File: config.mk
export PLATFORM = sky130hd
export DESIGN_NAME = est_seq_ctrl
export DESIGN_NICKNAME = d
export VERILOG_FILES = /design/src/rtl/est_pkg.sv /design/src/rtl/sc_counter.sv /design/src/rtl/est_seq_ctrl.sv
export SDC_FILE = /design/constraint.sdc
export NUM_CORES = 1
export LEC_CHECK = 0
export CAP_MARGIN = 25
export CORE_MARGIN = 8
export CORE_UTILIZATION = 43
export DETAILED_ROUTE_END_ITERATION = 10
export GPL_ROUTABILITY_DRIVEN = 0
export GPL_TIMING_DRIVEN = 0
export PLACE_DENSITY = 0.73
export SLEW_MARGIN = 20
export SYNTH_ARGS = -nofsm -noshare
export SYNTH_HDL_FRONTEND = slang
export SYNTH_SLANG_ARGS = --single-unit
File: constraint.sdc
create_clock -name i_clk_est -period 2.33 [get_ports i_clk_est]
set_input_delay 0.466 -clock i_clk_est [delete_from_list [all_inputs] [get_ports i_clk_est]]
set_output_delay 0.466 -clock i_clk_est [all_outputs]
set_load 0.05 [all_outputs]
File: src/rtl/est_pkg.sv
// Shared receiver package: estimator sequencer state encoding, default sizing and the
// symbol-number helper used by the slot-order tracker.
package est_pkg;

  typedef enum logic [1:0] {
    StIdle,
    StClr,
    StRun,
    StHold
  } est_state_e;

  localparam int unsigned NScDefault      = 12;
  localparam logic [2:0]  PilotSymDefault = 3'd4;
  localparam logic [2:0]  SymIllegal      = 3'd7;

  // Symbols in a slot run 0..6, so the successor wraps at 6.
  function automatic logic [2:0] next_sym(input logic [2:0] sym);
    return (sym == 3'd6) ? 3'd0 : sym + 3'd1;
  endfunction

endpackage

File: src/rtl/sc_counter.sv
// Subcarrier index counter.
//   clk_i   : clock, rising edge
//   rst_i   : synchronous active-high reset
//   clr_i   : synchronous clear (priority over en_i)
//   en_i    : increment enable
//   count_o : current index (registered)
//   tc_o    : high while count_o equals Last
module sc_counter #(
  parameter int unsigned Width = 4,
  parameter int unsigned Last  = 11
) (
  input  logic             clk_i,
  input  logic             rst_i,
  input  logic             clr_i,
  input  logic             en_i,
  output logic [Width-1:0] count_o,
  output logic             tc_o
);

  logic [Width-1:0] count_d, count_q;

  always_comb begin
    count_d = count_q;
    if (clr_i) begin
      count_d = '0;
    end else if (en_i) begin
      count_d = count_q + Width'(1);
    end
  end

  always_ff @(posedge clk_i) begin
    if (rst_i) begin
      count_q <= '0;
    end else begin
      count_q <= count_d;
    end
  end

  assign count_o = count_q;
  assign tc_o    = (count_q == Width'(Last));

endmodule

File: src/rtl/est_seq_ctrl.sv
// Channel-estimate sequencer. A pilot symbol clears the serial-to-parallel buffer, then
// steps the multiplier input mux across all subcarriers while capturing each product,
// and finally holds the completed estimate set until the equalizer acknowledges it.
// Also tracks slot symbol order and flags overruns.
//   i_clk_est    : clock, rising edge
//   i_rst        : synchronous active-high reset
//   i_sym_valid  : one-cycle strobe, new received symbol
//   i_symbol_num : symbol number in slot, qualified by i_sym_valid
//   i_eq_ready   : equalizer has taken the estimate set
//   o_indx       : subcarrier select for the multiplier input mux
//   o_wr_en      : serial-to-parallel capture enable
//   o_clr        : serial-to-parallel buffer clear
//   o_est_done   : per-subcarrier thermometer of captured estimates
//   o_est_valid  : full estimate set stable
//   o_busy       : clearing or running
//   o_overrun    : sticky, pilot arrived while busy / unacknowledged
//   o_seq_err    : sticky, out-of-order or illegal symbol number
// Every output is a flop; flag flops are loaded from the next-state decode.
module est_seq_ctrl
  import est_pkg::*;
#(
  parameter int unsigned N_SC      = NScDefault,
  parameter logic [2:0]  PILOT_SYM = PilotSymDefault,
  parameter int unsigned IDX_W     = 4
) (
  input  logic             i_clk_est,
  input  logic             i_rst,
  input  logic             i_sym_valid,
  input  logic [2:0]       i_symbol_num,
  input  logic             i_eq_ready,
  output logic [IDX_W-1:0] o_indx,
  output logic             o_wr_en,
  output logic             o_clr,
  output logic [N_SC-1:0]  o_est_done,
  output logic             o_est_valid,
  output logic             o_busy,
  output logic             o_overrun,
  output logic             o_seq_err
);

  est_state_e state_d, state_q;

  logic             pilot;
  logic             overrun_set;
  logic [IDX_W-1:0] cnt;
  logic             cnt_tc;
  logic             cnt_clr;
  logic             cnt_en;

  logic [N_SC-1:0] done_d, done_q;
  logic            wr_en_d, wr_en_q;
  logic            clr_d, clr_q;
  logic            valid_d, valid_q;
  logic            busy_d, busy_q;
  logic            overrun_q;
  logic            seq_err_d, seq_err_q;
  logic [2:0]      exp_d, exp_q;
  logic            armed_d, armed_q;

  assign pilot = i_sym_valid && (i_symbol_num == PILOT_SYM);

  // Counter sits at zero outside RUN, so it directly drives o_indx.
  assign cnt_clr = (state_d != StRun);
  assign cnt_en  = (state_q == StRun);

  sc_counter #(
    .Width (IDX_W),
    .Last  (N_SC - 1)
  ) u_sc_counter (
    .clk_i   (i_clk_est),
    .rst_i   (i_rst),
    .clr_i   (cnt_clr),
    .en_i    (cnt_en),
    .count_o (cnt),
    .tc_o    (cnt_tc)
  );

  always_comb begin
    state_d     = state_q;
    overrun_set = 1'b0;
    unique case (state_q)
      StIdle: begin
        if (pilot) state_d = StClr;
      end
      StClr: begin
        state_d     = StRun;
        overrun_set = pilot;
      end
      StRun: begin
        overrun_set = pilot;
        if (cnt_tc) state_d = StHold;
      end
      StHold: begin
        // A pilot restarts estimation; it only counts as overrun if the old set
        // was never acknowledged.
        if (pilot) begin
          state_d     = StClr;
          overrun_set = !i_eq_ready;
        end else if (i_eq_ready) begin
          state_d = StIdle;
        end
      end
      default: state_d = StIdle;
    endcase
  end

  always_comb begin
    done_d = done_q;
    if (state_d == StClr) begin
      done_d = '0;
    end else if (state_q == StRun) begin
      for (int unsigned i = 0; i < N_SC; i++) begin
        if (cnt == IDX_W'(i)) done_d[i] = 1'b1;
      end
    end
  end

  always_comb begin
    wr_en_d = (state_d == StRun);
    clr_d   = (state_d == StClr);
    valid_d = (state_d == StHold);
    busy_d  = (state_d == StClr) || (state_d == StRun);
  end

  // Slot order tracker. After a mismatch it resynchronises to the received number so a
  // single dropped symbol is reported once; an illegal 7 disarms it until the next legal
  // symbol.
  always_comb begin
    exp_d     = exp_q;
    armed_d   = armed_q;
    seq_err_d = seq_err_q;
    if (i_sym_valid) begin
      if (i_symbol_num == SymIllegal) begin
        seq_err_d = 1'b1;
        armed_d   = 1'b0;
      end else begin
        if (armed_q && (i_symbol_num != exp_q)) seq_err_d = 1'b1;
        exp_d   = next_sym(i_symbol_num);
        armed_d = 1'b1;
      end
    end
  end

  always_ff @(posedge i_clk_est) begin
    if (i_rst) begin
      state_q   <= StIdle;
      done_q    <= '0;
      wr_en_q   <= 1'b0;
      clr_q     <= 1'b0;
      valid_q   <= 1'b0;
      busy_q    <= 1'b0;
      overrun_q <= 1'b0;
      seq_err_q <= 1'b0;
      exp_q     <= 3'd0;
      armed_q   <= 1'b0;
    end else begin
      state_q   <= state_d;
      done_q    <= done_d;
      wr_en_q   <= wr_en_d;
      clr_q     <= clr_d;
      valid_q   <= valid_d;
      busy_q    <= busy_d;
      overrun_q <= overrun_q | overrun_set;
      seq_err_q <= seq_err_d;
      exp_q     <= exp_d;
      armed_q   <= armed_d;
    end
  end

  assign o_indx      = cnt;
  assign o_wr_en     = wr_en_q;
  assign o_clr       = clr_q;
  assign o_est_done  = done_q;
  assign o_est_valid = valid_q;
  assign o_busy      = busy_q;
  assign o_overrun   = overrun_q;
  assign o_seq_err   = seq_err_q;

endmodule

==> results.yml, run 1 <==
status:
  status: "complete, no violations"
logic_synthesis:
  yosys.area_share.adder_pct: 10.2
  asyncSetResetFlopFracSynth_pct: 0
  post_synth_num_cell_types: 31
  area_fraction_of_the_dominant_cell_type_after_synthesis_pct: 45.5
  ys_ff_latch: 28
  yosys-top-cells-count: "sky130_fd_sc_hd__dfxtp_1 (28), sky130_fd_sc_hd__nor2_1 (22), sky130_fd_sc_hd__a21oi_1 (13)"
  synth_area_per_cell_sq_um: 9.41
  synth_largest_area_cell: "sky130_fd_sc_hd__dfxtp_1"
  synth-compound-area-share_pct: 13.6
  synth_enable_flop_cells: 0
  ranking_of_synthesized_cells_by_area: "sky130_fd_sc_hd__dfxtp_1 (45%), sky130_fd_sc_hd__ha_1 (10%), sky130_fd_sc_hd__nor2_1 (6.7%), sky130_fd_sc_hd__a21oi_1 (5.3%), sky130_fd_sc_hd__xor2_1 (3.6%)"
  synth.cell_area_sq_mm: 0.00123
  simple_logic_cell_fraction_of_the_synthesized_area_pct: 20.2
  synth_nets: 148
  synth_top_family_by_area: "simple AND/OR/NAND/NOR gates"
  syn-instance-count: 131
  synth_seq_area_share_pct: 45.5
  ys.warnings.count: 0
  synth_mux_area_share_pct: 0.812
  synth.most_common_cell: "sky130_fd_sc_hd__dfxtp_1"
  post_synth_xor_area_fraction_pct: 4.26
  ys_dominant_reg_cell: "sky130_fd_sc_hd__dfxtp_1"
critical_path:
  worstRegToRegCells: 10
  crit_slowest_cell: "sky130_fd_sc_hd__clkdlybuf4s50_1"
  cell_chain_of_the_critical_path: "clkdlybuf4s50_1"
  worstPathBufferInverterCount: 1
  timing.critical_path.from_type: "flop"
  critical_path_fanouts_max: 6
  setup.reg_to_reg.worst_slack_ns: 0.21
  worst-path-stages: 1
  setup.worst_path.class: "flop to output port"
  crit_path_end_kind: "output port"
  critical-path-top-delay-family: "buffers and inverters"
  critical_path_arrival_ns: 1.66
  worst_ep_required_time_ns: 1.86
  worst_path_largest_cell_delay_ns: 0.85
cells_and_area:
  syn_to_final_growth_pct: 28.9
  finish.net_count: 180
  fill_cells: 266
  antennaDiodeCount: 0
  final_layout_size_suffix_gt1_share_pct: 9.26
  layout.cell_area.non_filler_sq_mm: 0.00159
  multi_input_area_sq_um: 608
  sequential_cell_area_sq_um: 562
job:
  max-cap-violations: 0
sta:
  timing.slew.headroom_pct: 66.3
  timing.final.ws_setup_ns: 0.209
  slew_violations: 0
  period_minus_slack_ns: 2.12
  clock.fmax_mhz: 471
  grt_setup_unrepaired: "no"
  post-route-period-util_pct: 91.0
  setup_viol: 0
  clock_skew_ns: 0.00939
  holdWs_ns: 0.453
  timing_worst_slew_pin_value_ns: 0.504
  hold_violations: 0
pwr:
  p_leak_nw: 0.642
  cell_internal_pwr_uw: 634
  power.density_cell_area_mw_per_mm2: 525
  power.combinational.fraction_pct: 12.9
  ir_drop_v: 0.000362
  power.net_switching_uw: 200
  power.clock.fraction_pct: 27.5
  sequentialPowerShare_pct: 59.6
  p_sw_share_pct: 24.0
route:
  detailedRoute.firstIterationViolations: 45
  routed-via-count: 961
  routed_wl_mm: 2.43
  detailedRoute.firstPassIterationCount: 4
  detail_route.drc_violations: 0
  ant_nets: 0
  routed_via_count_divided_by_cell_count: 4.98
  detail_route.wl_per_cell_um: 12.6
hold_path:
  hold_class: "flop to flop"
  whs_path_depth: 2
clock_network:
  tritoncts: "done"
  cts_root_buffer: "sky130_fd_sc_hd__clkbuf_4"
  cts_num_sinks: 28
  clock_insertion_delay_worst_skew_ns: 0.32
  cts_clock_pin_slew_for_the_worst_setup_and_hold_paths_ns: 0.15
  cts-htree-levels: 1
  clk_path_buf_depth: 2
  tritoncts.num_buffers: 3
place:
  dpl.hpwl_mm: 1.96
  preCtsSetupSlack_ns: -0.350
  place.port_buffers: 28
  place_area_sq_mm: 0.00155
grt:
  grt.overflow.total: 0
  grt_first_pass_wirelength_mm: 4.40
  grt_start_max_net_pins: 16
  number_of_antenna_violations_at_the_first_check_in_global_routing: 0
  first_global_vias: 1012
  total_routing_usage_reported_by_global_routing_pct: 10.4
floorplanning:
  floorplan.io_pins: 29
  core.rowCount: 19
  initial_core_util_pct: 45.1
  die_y_um: 69.5
  die-area_sq_mm: 0.00484
  die-width_um: 69.5
  core_box_area_sq_mm: 0.00273
[power groups by stage]
stage          Sequential, mW  Combinational (mW)  Clock [mW]
3_3_place_gp            0.507               0.105           0
4_1_cts                 0.497               0.108       0.241
2_1_floorplan           0.524              0.0554           0
3_5_place_dp            0.507               0.108           0
6_report                0.497               0.108       0.229
5_1_grt                 0.499               0.120       0.264
[state kept, by name, indices dropped and copies added (netlist names)]
signal                cells
o_est_valid               1
armed_q                   1
o_busy                    1
exp_q                     3
o_clr                     1
o_overrun                 1
o_est_done               12
o_wr_en                   1
state_q                   2
o_seq_err                 1
u_sc_counter.count_o      4
[tightest hold or removal path: stages (launching register included)]
cell                      delay, ns
sky130_fd_sc_hd__dfxtp_1       0.33
sky130_fd_sc_hd__inv_1         0.05
sky130_fd_sc_hd__a21oi_1       0.05
[per-layer routing]
| metal | part of all wire [%] | vias up | track usage (%) |
|---|---|---|---|
| met5 | 0 | - | 0 |
| met2 | 47 | 22 | 17.9 |
| li1 | - | 498 | - |
| met3 | 7.7 | 0 | 4.01 |
| met1 | 45 | 441 | 11.7 |
| met4 | 0 | 0 | 2.05 |
[worst paths after layout]
| path | end | startpoint |
|---|---|---|
| worst max register to register | o_est_done[3]$_SDFFE_PP0P_ | state_q[0]$_SDFF_PP0_ |
| worst min-delay path | o_seq_err$_SDFFE_PP0P_ | o_seq_err$_SDFFE_PP0P_ |
| worst min register to register | o_seq_err$_SDFFE_PP0P_ | o_seq_err$_SDFFE_PP0P_ |
| worst max-delay path | o_indx[0] | u_sc_counter.count_o[0]$_SDFFE_PP0P_ |
[layout by cell type, fill, tap and decap left out, types with 4 or more instances in the layout]
cell type and count:
sky130_fd_sc_hd__inv_1 10, sky130_fd_sc_hd__nand2_1 4, sky130_fd_sc_hd__a31oi_1 4, sky130_fd_sc_hd__clkdlybuf4s50_1 28, sky130_fd_sc_hd__ha_1 10, sky130_fd_sc_hd__a21oi_1 13
sky130_fd_sc_hd__dfxtp_1 27, sky130_fd_sc_hd__xor2_1 5, sky130_fd_sc_hd__nor2_1 22
[cells by family (layout without fill, tap and decap cells)]
| logic type | after synthesis | after routing |
|---|---|---|
| XOR/XNOR | 6 | 6 |
| AND/OR/NAND/NOR | 47 | 47 |
| AO/OA/AOI/OAI | 25 | 25 |
| multiplexers | 1 | 1 |
| adder cells (fa/ha/maj) | 10 | 10 |
| buffers and inverters | 14 | 45 |
| flip-flops | 28 | 28 |
[repair_timing]
item                                    in CTS  in global routing
setup buffers                                0                  0
endpoints found under the setup margin      10                 12
hold buffers                                 0                  0
resized for setup                            1                  2
[stage by stage]
| stage | total power [mW] | TNS, ns | std cells | utilization, % |
|---|---|---|---|---|
| global route | 0.882 | 0 | 193 | 58.1 |
| finish | 0.834 | 0 | 193 | 58.1 |
| CTS | 0.845 | 0 | 193 | 58.0 |
| detailed placement | 0.615 | -3.46 | 190 | 56.8 |
| floorplan | 0.579 | 0 | 131 | - |
| global placement | 0.611 | -2.80 | 190 | 56.8 |
[area by class of cell]
class                      count  share of cell area [%]
buffer                         3                    1.65
clock buffer                   4                    2.28
timing repair buffer          28                    17.6
tap                           31                    2.44
sequential                    28                    35.4
inverter                      10                    2.36
multi-input combinational     89                    38.3
Power figures use the tool's default switching activity.
==> run 2: changes to the inputs <==
ABC_AREA = 1   (was default)
CORE_UTILIZATION = 44   (was 43)
PLACE_DENSITY = 0.74   (was 0.73)
SLEW_MARGIN = default   (was 20)
==> results.yml, run 2 <==
status:
  status: "complete, no violations"
cells_and_area:
  syn_to_final_growth_pct: 27.9
  layout.cell_area.non_filler_sq_mm: 0.00166
  final_common_cell: "sky130_fd_sc_hd__dfxtp_1"
  fill_cells: 252
  antennaDiodeCount: 0
  mostFrequentLayoutCells: "sky130_fd_sc_hd__dfxtp_1 (28), sky130_fd_sc_hd__clkdlybuf4s50_1 (27), sky130_fd_sc_hd__nand2_1 (23)"
  sequential_cell_area_sq_um: 561
  flip_flop_count_of_the_largest_register_all_copies_and_words_added: 12
  final_layout_size_suffix_gt1_share_pct: 16.4
  multi_input_area_sq_um: 592
  final_core_util_pct: 59.6
  finish.net_count: 213
critical_path:
  cell_chain_of_the_critical_path: "clkdlybuf4s50_1"
  worst_ep_required_time_ns: 1.86
  timing.critical_path.from_type: "flop"
  critical-path-top-delay-family: "buffers and inverters"
  setup.worst_path.class: "flop to output port"
  crit_path_end_kind: "output port"
  crit_slowest_cell: "sky130_fd_sc_hd__clkdlybuf4s50_1"
  critical_path_fanouts_max: 6
  worst_path_largest_cell_delay_ns: 0.87
  worstPathBufferInverterCount: 1
  critical_path_arrival_ns: 1.73
clock_network:
  cts_root_buffer: "sky130_fd_sc_hd__clkbuf_4"
  clock_insertion_delay_worst_skew_ns: 0.34
  cts.repair.resized: 0
  cts-htree-levels: 1
  tritoncts.num_buffers: 3
  cts_setup_buffers: 0
  cts_clock_pin_slew_for_the_worst_setup_and_hold_paths_ns: 0.16
  tritoncts: "done"
  clk_path_buf_depth: 2
  cts-hold-fix-buffers: 0
  cts_num_sinks: 28
logic_synthesis:
  synth_largest_area_cell: "sky130_fd_sc_hd__dfxtp_1"
  ys_dominant_reg_cell: "sky130_fd_sc_hd__dfxtp_1"
  synth_enable_flop_cells: 0
  ys.warnings.count: 0
  synth.cell_area_sq_mm: 0.00130
  synth_seq_area_share_pct: 43.2
  ranking_of_synthesized_cells_by_area: "sky130_fd_sc_hd__dfxtp_1 (43%), sky130_fd_sc_hd__ha_1 (9.7%), sky130_fd_sc_hd__a21oi_1 (7.3%), sky130_fd_sc_hd__nand2_1 (6.7%), sky130_fd_sc_hd__nor2_1 (6.4%)"
  synth.most_common_cell: "sky130_fd_sc_hd__dfxtp_1"
  syn-instance-count: 164
  yosys-top-cells-count: "sky130_fd_sc_hd__dfxtp_1 (28), sky130_fd_sc_hd__nand2_1 (23), sky130_fd_sc_hd__nor2_1 (22)"
  ys_ff_latch: 28
  area_fraction_of_the_dominant_cell_type_after_synthesis_pct: 43.2
  post_synth_num_cell_types: 25
  synth_area_per_cell_sq_um: 7.90
  asyncSetResetFlopFracSynth_pct: 0
  synth_nets: 181
route:
  detail_route.drc_violations: 0
  met3WireLength_um: 130
  routed_wl_mm: 2.73
  routed-via-count: 1093
  detail_route.wl_per_cell_um: 12.1
  detailedRoute.firstIterationViolations: 68
  route.met2.wl_mm: 1.35
  highest_layer: "met4"
  routed_via_count_divided_by_cell_count: 4.84
  wl_met1_mm: 1.20
  detailedRoute.firstPassIterationCount: 4
  ant_nets: 0
sta:
  clock_skew_ns: 0.00326
  slew_violations: 0
  period_minus_slack_ns: 2.20
  clock.fmax_mhz: 456
  grt_setup_unrepaired: "no"
  timing.slew.headroom_pct: 65.9
  timing_worst_slew_pin_value_ns: 0.511
  setup_viol: 0
  hold_violations: 0
  setup-tns-final_ns: 0
  post-route-period-util_pct: 94.2
grt:
  grt.overflow.total: 0
  number_of_antenna_violations_at_the_first_check_in_global_routing: 0
  grt_start_max_net_pins: 17
  grt_first_pass_wirelength_mm: 4.87
  first_global_vias: 1137
  total_routing_usage_reported_by_global_routing_pct: 11.6
floorplanning:
  die_y_um: 70.3
  floorplan.io_pins: 29
  die-area_sq_mm: 0.00494
  core_box_area_sq_mm: 0.00278
  die-width_um: 70.3
  core.rowCount: 19
  initial_core_util_pct: 46.6
pwr:
  power.combinational.fraction_pct: 11.9
  cell_internal_pwr_uw: 708
  power.density_cell_area_mw_per_mm2: 568
  power.net_switching_uw: 234
  p_leak_nw: 0.721
  sequentialPowerShare_pct: 53.0
  ir_drop_v: 0.000388
  p_sw_share_pct: 24.8
  power.clock.fraction_pct: 35.2
job:
  max-cap-violations: 0
place:
  dpl.hpwl_mm: 2.18
  place_area_sq_mm: 0.00161
  place.port_buffers: 27
hold_path:
  hold_class: "primary input to flop"
[run 2: cell count changes after synthesis, sizes merged, moves of 3 or more]
| cell | change |
|---|---|
| a21oi | +7 |
| a31oi | -3 |
| and2b | -4 |
| inv | +22 |
| nand2 | +21 |
| nand2b | -3 |
| nor2 | +5 |
| o21ai | +7 |
| xor2 | -5 |
[run 2: cell families after synthesis]
family	count (synthesis)	share of synthesized area [%]
buffers and inverters	35	11.1
AO/OA/AOI/OAI	32	14.4
XOR/XNOR	1	0.676
adder cells (fa/ha/maj)	10	9.65
flip-flops	28	43.2
AND/OR/NAND/NOR	58	20.9
[run 2: path summary, 6_finish.rpt]
path / from / to / slack (ns) / depth (start not counted)
setup / recovery: u_sc_counter.count_o[2]$_SDFFE_PP0P_ / o_indx[2] / 0.13 / 1
hold / removal: i_rst / o_seq_err$_SDFFE_PP0P_ / 0.38 / 2
setup reg to reg: state_q[0]$_SDFF_PP0_ / o_est_done[7]$_SDFFE_PP0P_ / 0.27 / 14
hold reg to reg: o_overrun$_SDFF_PP0_ / o_overrun$_SDFF_PP0_ / 0.46 / 2
[run 2: layer usage]
layer  up-vias  global-route usage, %
li1        570                      -
met1       494                   12.7
met2        25                   21.0
met3         4                   2.82
met4         0                   4.02
met5         -                      0
[run 2: cell type report]
type	instances	area share, %
multi-input cells	101	35.7
flip-flops and latches	28	33.8
clock inverters	1	1.81
clock buffers	3	1.36
repair buffers	27	16.3
inverters	32	7.40
plain buffers	3	1.28
well taps	31	2.34
[run 2: power groups by stage]
stage / Sequential (mW) / Clock (mW) / Combinational [mW]
floorplan: 0.525 / 0 / 0.0601
global placement: 0.508 / 0 / 0.109
detailed placement: 0.509 / 0 / 0.112
CTS: 0.499 / 0.334 / 0.113
global route: 0.500 / 0.351 / 0.125
finish: 0.499 / 0.331 / 0.112
[run 2: stage by stage]
stage | hold WS (ns) | power [mW] | worst slack (ns) | instances
after floorplan | 0.443 | 0.585 | 0.376 | 164
after global placement | 0.440 | 0.617 | 0.0739 | 222
after detailed placement | 0.440 | 0.621 | 0.0410 | 222
after CTS | 0.377 | 0.945 | 0.135 | 226
after global routing | 0.393 | 0.976 | 0.0388 | 226
final | 0.376 | 0.942 | 0.135 | 226
